===== src/rtl/romulus_config_pkg.sv =====
// Shared configuration for the Romulus TBC sequencer.
// Round/slot geometry and sequencer state encoding.
package romulus_config_pkg;

    localparam int ROUNDS       = 40;
    localparam int CLKS_PER_RND = 4;
    localparam int CONSTW       = 6;
    localparam int RNDW         = 6;
    localparam int SLOTW        =
        (CLKS_PER_RND > 1) ? $clog2(CLKS_PER_RND) : 1;

    typedef enum logic [2:0] {
        IDLE,
        RUN,
        CORR0,
        CORR1,
        DONE
    } state_t;

endpackage


===== src/rtl/skinny_rc_lfsr.sv =====
// SKINNY round-constant LFSR.
// Clear has priority over step.
import romulus_config_pkg::*;

module skinny_rc_lfsr (
    input  logic              clk,
    input  logic              rst,
    input  logic              clear,
    input  logic              step,
    output logic [CONSTW-1:0] rc
);

    logic fb;

    assign fb = rc[CONSTW-1] ^ rc[CONSTW-2] ^ 1'b1;

    always_ff @(posedge clk) begin
        if (rst || clear) begin
            rc <= '0;
        end else if (step) begin
            rc <= {rc[CONSTW-2:0], fb};
        end
    end

endmodule


===== src/rtl/romulus_tbc_ctrl.sv =====
// Sequencer for one masked SKINNY-128-384+ TBC call.
// Runs the round/slot schedule, then the two-cycle tweakey correction.
import romulus_config_pkg::*;

module romulus_tbc_ctrl (
    input  logic                    clk,
    input  logic                    rst,
    input  logic                    start_i,
    input  logic                    inc_cnt_i,
    output logic                    busy_o,
    output logic                    done_o,
    output logic [CLKS_PER_RND-1:0] ring_en,
    output logic [CONSTW-1:0]       constant,
    output logic                    senc,
    output logic                    sen,
    output logic                    xenc,
    output logic                    xen,
    output logic                    yenc,
    output logic                    yen,
    output logic                    zenc,
    output logic                    zen,
    output logic [1:0]              share_en,
    output logic                    correct_cnt
);

    state_t            state;
    state_t            state_n;
    logic [SLOTW-1:0]  slot;
    logic [RNDW-1:0]   rnd;
    logic              inc_cnt_q;
    logic              last_slot;
    logic              last_rnd;
    logic              accept;
    logic              rc_step;
    logic              rc_clear;

    assign last_slot = (slot == SLOTW'(CLKS_PER_RND - 1));
    assign last_rnd  = (rnd == RNDW'(ROUNDS - 1));
    assign accept    = (state == IDLE) && start_i;
    assign rc_step   = accept || ((state == RUN) && last_slot);
    assign rc_clear  = (state == DONE);

    skinny_rc_lfsr u_rc (
        .clk   (clk),
        .rst   (rst),
        .clear (rc_clear),
        .step  (rc_step),
        .rc    (constant)
    );

    always_ff @(posedge clk) begin
        if (rst) begin
            state     <= IDLE;
            slot      <= '0;
            rnd       <= '0;
            inc_cnt_q <= 1'b0;
        end else begin
            state <= state_n;
            if (state == RUN) begin
                slot <= last_slot ? '0 : slot + SLOTW'(1);
                if (last_slot) begin
                    rnd <= rnd + RNDW'(1);
                end
            end else begin
                slot <= '0;
                if (state == IDLE) begin
                    rnd <= '0;
                end
            end
            if (accept) begin
                inc_cnt_q <= inc_cnt_i;
            end
        end
    end

    always_comb begin
        state_n     = state;
        busy_o      = 1'b0;
        done_o      = 1'b0;
        ring_en     = '0;
        senc        = 1'b0;
        sen         = 1'b0;
        xenc        = 1'b0;
        xen         = 1'b0;
        yenc        = 1'b0;
        yen         = 1'b0;
        zenc        = 1'b0;
        zen         = 1'b0;
        share_en    = 2'b00;
        correct_cnt = 1'b0;
        unique case (state)
            IDLE: begin
                if (start_i) begin
                    state_n = RUN;
                end
            end
            RUN: begin
                busy_o  = 1'b1;
                ring_en = CLKS_PER_RND'(1) << slot;
                senc    = 1'b1;
                sen     = 1'b1;
                xenc    = 1'b1;
                xen     = 1'b1;
                yenc    = 1'b1;
                yen     = 1'b1;
                zenc    = 1'b1;
                zen     = 1'b1;
                if (last_slot && last_rnd) begin
                    state_n = CORR0;
                end
            end
            CORR0: begin
                busy_o      = 1'b1;
                xen         = 1'b1;
                yen         = 1'b1;
                zen         = 1'b1;
                share_en    = 2'b01;
                correct_cnt = inc_cnt_q;
                state_n     = CORR1;
            end
            CORR1: begin
                busy_o   = 1'b1;
                xen      = 1'b1;
                share_en = 2'b10;
                state_n  = DONE;
            end
            DONE: begin
                busy_o  = 1'b1;
                done_o  = 1'b1;
                state_n = IDLE;
            end
            default: begin
                state_n = IDLE;
            end
        endcase
    end

endmodule

===== config.mk =====
export PLATFORM = sky130hd
export DESIGN_NAME = romulus_tbc_ctrl
export DESIGN_NICKNAME = d
export VERILOG_FILES = /design/src/rtl/romulus_config_pkg.sv /design/src/rtl/skinny_rc_lfsr.sv /design/src/rtl/romulus_tbc_ctrl.sv
export SDC_FILE = /design/constraint.sdc
export NUM_CORES = 1
export LEC_CHECK = 0
export CAP_MARGIN = 20
export CORE_MARGIN = 4
export CORE_UTILIZATION = 45
export DETAILED_ROUTE_END_ITERATION = 10
export PLACE_DENSITY = 0.76
export SETUP_SLACK_MARGIN = 0.2
export SYNTH_ARGS = -nofsm -noshare
export SYNTH_HDL_FRONTEND = slang
export SYNTH_SLANG_ARGS = --single-unit

===== constraint.sdc =====
create_clock -name clk -period 1.5 [get_ports clk]
set_input_delay 0.225 -clock clk [delete_from_list [all_inputs] [get_ports clk]]
set_output_delay 0.225 -clock clk [all_outputs]
set_load 0.02 [all_outputs]

# Word level (Yosys, flattened, before mapping)
# Cells that the tools add are included.
totals:
  register_bits: 18
  input_bits: 4
  output_inout_bits: 23
  wordCells: 47
op_classes:
  n_addsub: 2
  eq_ne: 9
  shifts: 1
  mux: 14
  n_bitwise: 3
  reduce_logical: 13
op_table:
  columns: ["op", "count"]
  rows:
  - ["6-bit 2-to-1 mux", 3]
  - ["3-bit case mux with 4 select lines", 1]
  - ["6-bit by 1-bit adder with 6-bit output, second input constant", 1]
  - ["3-bit by 2-bit equality test with 1-bit output, second input constant", 2]
  - ["6-bit equality test, second input constant", 1]
  - ["1-bit 2-to-1 mux", 6]
  - ["3-bit 2-to-1 mux", 2]
  - ["3-bit OR reduction", 2]
  - ["4-bit 2-to-1 mux", 1]
  - ["2-bit inequality test, second input constant", 2]
  - ["2-bit case mux with 2 select lines", 1]
  - ["2-bit AND reduction", 2]
  - ["4-bit OR reduction", 1]
  - ["1-bit by 2-bit left shift with 4-bit output, first input constant", 1]
  - ["3-bit by 1-bit equality test with 1-bit output, second input constant", 1]
  - ["3-bit equality test, second input constant", 1]
  - ["1-bit logical AND", 3]
  - ["3-bit logical NOT", 1]
  - ["2-bit by 1-bit adder with 2-bit output, second input constant", 1]
  - ["2-bit equality test, second input constant", 1]
  - ["1-bit logical OR", 2]
  - ["2-bit by 1-bit inequality test with 1-bit output, second input constant", 1]
  - ["1-bit NOT", 2]
  - ["2-bit nonzero test", 1]
  - ["2 further kinds", 2]

# Depth between registers and ports, before layout
logic_depth:
  word_depth: 4
  depth_mapped: 5
  depth_no_buf: 4

# Modules after synthesis
# Synthesis repeated with hierarchy kept, for this count alone.
hier_totals:
  cells_unflattened: 116
  hier_area_um2: 1017.2
modules_own_cells:
  columns: ["module", "instances", "cells_per_inst", "area_each_um2", "seq_area_each_um2"]
  rows:
  - ["romulus_tbc_ctrl", 1, 93, 777.0, 240.2]
  - ["skinny_rc_lfsr", 1, 23, 240.2, 120.1]

# Worst setup path after synthesis
# OpenSTA, ideal clock, no wires.
synth_timing:
  path_kind: "flip-flop to output port"
  start: "register state[0]"
  end: "output port zen"
  arrival_ns: 1.573
  required_time_ns: 1.275
  slack_ns: -0.298
  stages_incl_launch_ff: 5
  path_buffers: 2
  path_cell_list: "dfxtp_1 > buf_4 > nor3b_2 > or2_1 > buf_4"
synth_via:
  elab_chain_len: 3
  word_cells_on_any_way: 4
  classes_between: "2 x eq/ne; 1 x mux; 1 x reduce/logical"
synth_lines:
  columns: ["item", "line_no", "text"]
  rows:
  - ["start: declaration", "romulus_tbc_ctrl.sv:26", "state_t state;"]
  - ["start signal: assignment", "romulus_tbc_ctrl.sv:58", "state <= state_n;"]
  - ["3-bit by 1-bit equality test with 1-bit output or 3-bit by 2-bit equality test with 1-bit output (tied branches)", null, null]
  - ["2-bit OR reduction (no line) *", null, null]
  - ["1-bit 2-to-1 mux *", null, null]
  - ["end: declaration", "romulus_tbc_ctrl.sv:21", "output logic zen,"]
# Mark *: on every way between the ends. The rest lies on a longest branch, timed or not.

# Final worst setup path
layout_timing:
  start: "register state[0]"
  end: "output port ring_en[1]"
layout_via:
  elab_chain_len: 2
layout_lines:
  columns: ["item", "line_no", "text"]
  rows:
  - ["3-bit by 1-bit equality test with 1-bit output", "romulus_tbc_ctrl.sv:91", "unique case (state)"]
  - ["4-bit 2-to-1 mux", "romulus_tbc_ctrl.sv:91", null]
  - ["end: declaration", "romulus_tbc_ctrl.sv:12", "output logic [CLKS_PER_RND-1:0] ring_en,"]
# Every way passes these cells.

==> flow_summary.rst <==
.. list-table::
   :header-rows: 1

   * - Metric
     - Value
   * - Number of vias per cell after detailed routing
     - 5.78
   * - Final setup skew
     - 0.00677 ns
   * - Source-to-sink clock delay at the later pin of the worst-skew pair
     - approximately 0.31 ns
   * - Final Worst Setup Slack
     - -0.0888 ns
   * - Multi-input logic area
     - 807 µm²
   * - Half-perimeter wire length of the detailed placement result
     - 1860 µm
   * - Failing checks
     - negative setup slack
   * - CP Data Arrival Time
     - 1.36 ns
   * - GRT overflow
     - 0
   * - Synth area leaders
     - dfxtp_1 35%, ha_1 6.1%, buf_4 5.9%
   * - Highest ir drop seen on vdd
     - 676 µV
   * - Fraction of layout instances using a drive strength above 1
     - just over 60%
   * - Cell at the root of the clock tree
     - clkbuf_4
   * - Nature of the critical path endpoint
     - output pin
   * - Maximum number of pins on one net before global-route repair
     - 13
   * - Deepest clock path buffer count
     - 2
   * - Sequential Power Share
     - 44.2%
   * - Mean area per synthesized cell
     - 8.56 µm²
   * - Number of nets with antenna violations after detailed routing
     - 0
   * - Number of synthesized register bits
     - 18
   * - Max-slew violations
     - 0
   * - Cell internal pwr
     - 792 µW
   * - Switching power
     - 332 µW
   * - Number of max-cap violations
     - 0
   * - Worst path max stage delay
     - 0.39 ns
   * - Most frequent cell after synthesis
     - dfxtp_1
   * - Worst path cell trace
     - nor3b_4 -> buf_6 -> and2_4 -> buf_6
   * - Number of flops mapped to enable cells by yosys
     - 0
   * - Warnings from Yosys
     - 0
   * - CTS Hold Bufs
     - 0
   * - Number of clock buffers inserted by TritonCTS
     - 3
   * - Sequential fraction of the synthesis area
     - 35.4%
   * - PD cells
     - 618 nW/µm²
   * - Io pins
     - 27
   * - Fraction of synthesis flops using an asynchronous set or reset pin
     - 0%
   * - Starting density of the core
     - between 40% and 50%
   * - # H-tree levels
     - 1
   * - Combinational fraction of design power
     - 27.9%
   * - Setup TNS after final layout
     - -0.650 ns
   * - Number of different library cells in the post-synthesis netlist
     - 38
   * - Pin slew with the least headroom to its limit
     - 0.392 ns
   * - Fill cell instance count of the final layout
     - 100
   * - Clock group share of total power
     - 27.9%
   * - Maximum clock frequency
     - 629 MHz
   * - Number of buffers added on ports
     - 26
   * - Die Footprint
     - 3090 µm²
   * - Cell area after synthesis
     - 1020 µm²
   * - LEAKAGE
     - approximately 0.73 nW
   * - Fraction of post-synthesis cell area in the top cell type by area
     - 35.4%
   * - Clock input transition at the sequential cells of the worst setup and hold paths
     - 0.11 ns
   * - First-pass GRT wire length
     - around 4400 µm
   * - Leading cell types by count after synthesis
     - 18 x dfxtp_1, 9 x a21oi_1, 9 x nand3_1
   * - Setup violations, final
     - 12
   * - Total Nets Final
     - between 150 and 200
   * - Flip-flop cell with the highest count after synthesis
     - dfxtp_1
   * - Tmin final
     - around 1.6 ns
   * - Die H
     - 55.6 µm
   * - DRC violation total after the first TritonRoute iteration
     - 24
   * - Initial DRT Pass Iterations
     - 4
   * - Number of antenna violations at the first check in global routing
     - 0
   * - Hold Violations, Final
     - 0
   * - Diode insertion count for antenna repair
     - 0
   * - # placed instances
     - 175
   * - Required time reported for the critical path endpoint
     - 1.27 ns
   * - CP startpoint kind
     - register
   * - Clock tree from TritonCTS
     - built
   * - Critical path start-end classification
     - register to output pin
   * - Number of global-route vias before repair
     - just under 1000
   * - Horiz. Die Dim
     - between 50 and 60 µm
   * - Library cell with the largest summed area after synthesis
     - dfxtp_1
   * - GRT Util Overall
     - 17.3%
   * - Worst hold path class
     - register to register
   * - Setup repair after global routing missed its margin
     - yes
   * - Slowest-stage cell, CP
     - dfxtp_4
   * - Storage element area
     - 379 µm²
   * - Growth of design area from synthesis to finish
     - 78.6%
   * - Rel. slew slack
     - 73.8%
   * - Global placement routability congestion
     - 0.713
   * - Cell mode on critical path
     - buf_6
   * - Placeable Area
     - 2060 µm²
   * - Std-Cell Rows
     - 16
   * - Post-synth net total
     - 128
   * - Average wire per cell in the routed design
     - between 15 and 20 µm
   * - Sw Ratio
     - 29.5%
   * - Post-detailed-routing wire length
     - 3840 µm
   * - Critical-path maximum fanout
     - 6
   * - Filler-free cell count of the finished design
     - 196
   * - Via count of the routed design
     - about 1100
   * - Period Utilization, post-route
     - 106%
   * - Post-Syn Instances
     - 119
   * - Worst Setup Slack post-DPL
     - -0.240 ns
   * - Result of the run
     - finished, violations left
   * - Post-route DRC violation count
     - 0
   * - Total clock sinks
     - 18
per-layer routing:
layer | routed length [µm] | up-vias | track usage [%]
met3 | 199 | 12 | 6.03
met4 | 116 | 0 | 2.08
met5 | 0 | - | 0
met2 | 2010 | 52 | 29.2
met1 | 1510 | 550 | 21.6
li1 | - | 518 | -
cells in the final DEF (no fill, tap or decap), types with 3 or more instances in the layout:
| cell | count |
|---|---|
| and2_4 | 6 |
| o21ai_1 | 5 |
| buf_4 | 24 |
| a21oi_1 | 6 |
| nor2b_4 | 3 |
| buf_6 | 23 |
| inv_1 | 4 |
| nand3_1 | 3 |
| dfxtp_2 | 3 |
| nand2_1 | 3 |
| nand3_2 | 6 |
| a21oi_2 | 3 |
| dfxtp_1 | 11 |
| clkbuf_2 | 3 |
| mux2i_1 | 3 |
| clkbuf_4 | 3 |
| ha_1 | 3 |
| nor2_1 | 3 |
| clkdlybuf4s50_1 | 3 |
| dfxtp_4 | 4 |
worst max-delay path, delay by kind of cell, from the launching register on:
| kind | cells | cell delay [ns] |
|---|---|---|
| AND/OR/NAND/NOR | 2 | 0.39 |
| buffers and inverters | 2 | 0.27 |
| flip-flops | 1 | 0.39 |
area by class of cell:
cell class / instances / area share (%)
Tap cell: 27 / 1.86
Multi-Input combinational cell: 85 / 44.4
Timing Repair Buffer: 58 / 30.1
Sequential cell: 18 / 20.8
Clock buffer: 4 / 1.99
Inverter: 4 / 0.825
cell families (layout without fill, tap and decap cells):
kind of cell,after synthesis,count (layout),share of synthesized area (%)
xor+xnor,2,2,1.72
compound gates,24,24,13.8
fa+ha+maj,5,5,6.14
buf+inv,16,66,8.97
simple gates,49,49,29.0
flops,18,18,35.4
mux,5,5,5.04
path summary, 6_finish.rpt:
check / startpoint / endpoint / slack (ns) / cells after the start
max reg2reg: state[2]$_SDFFE_PP0P_ / rnd[2]$_SDFFE_PP0P_ / 0.04 / 4
min reg2reg: rnd[0]$_SDFFE_PP0P_ / rnd[0]$_SDFFE_PP0P_ / 0.51 / 1
min: rnd[0]$_SDFFE_PP0P_ / rnd[0]$_SDFFE_PP0P_ / 0.51 / 1
max: state[0]$_SDFFE_PP0P_ / ring_en[1] / -0.09 / 4
per-stage QoR:
| step | cell area, µm² | total power, mW | hold slack (ns) | util, % |
|---|---|---|---|---|
| after floorplan | 1070 | 0.641 | 0.372 | - |
| after global placement | 1380 | 0.724 | 0.465 | 66.9 |
| after detailed placement | 1380 | 0.730 | 0.475 | 66.9 |
| after CTS | 1510 | 1.04 | 0.494 | 73.1 |
| after global routing | 1820 | 1.16 | 0.529 | 88.2 |
| final | 1820 | 1.12 | 0.510 | 88.2 |
power groups by stage:
stage	sequential, mW	combinational [mW]	clock (mW)
global placement	0.508	0.216	0
floorplan	0.511	0.130	0
CTS	0.496	0.234	0.313
finish	0.497	0.314	0.313
global route	0.499	0.327	0.339
detailed placement	0.509	0.222	0
registers in the layout, summed over array words and instances (netlist names):
name	cells
state	3
inc_cnt_q	1
slot	2
u_rc.rc	6
rnd	6
repair_timing:
| item | 4_1_cts | 5_1_grt |
|---|---|---|
| gates resized for setup | 120 | 69 |
| cloned | 0 | 1 |
| setup buffers | 3 | 13 |
| pin swaps | 6 | 21 |
| setup endpoints to repair | 36 | 35 |
No activity file was read; power rests on OpenSTA's default activity.
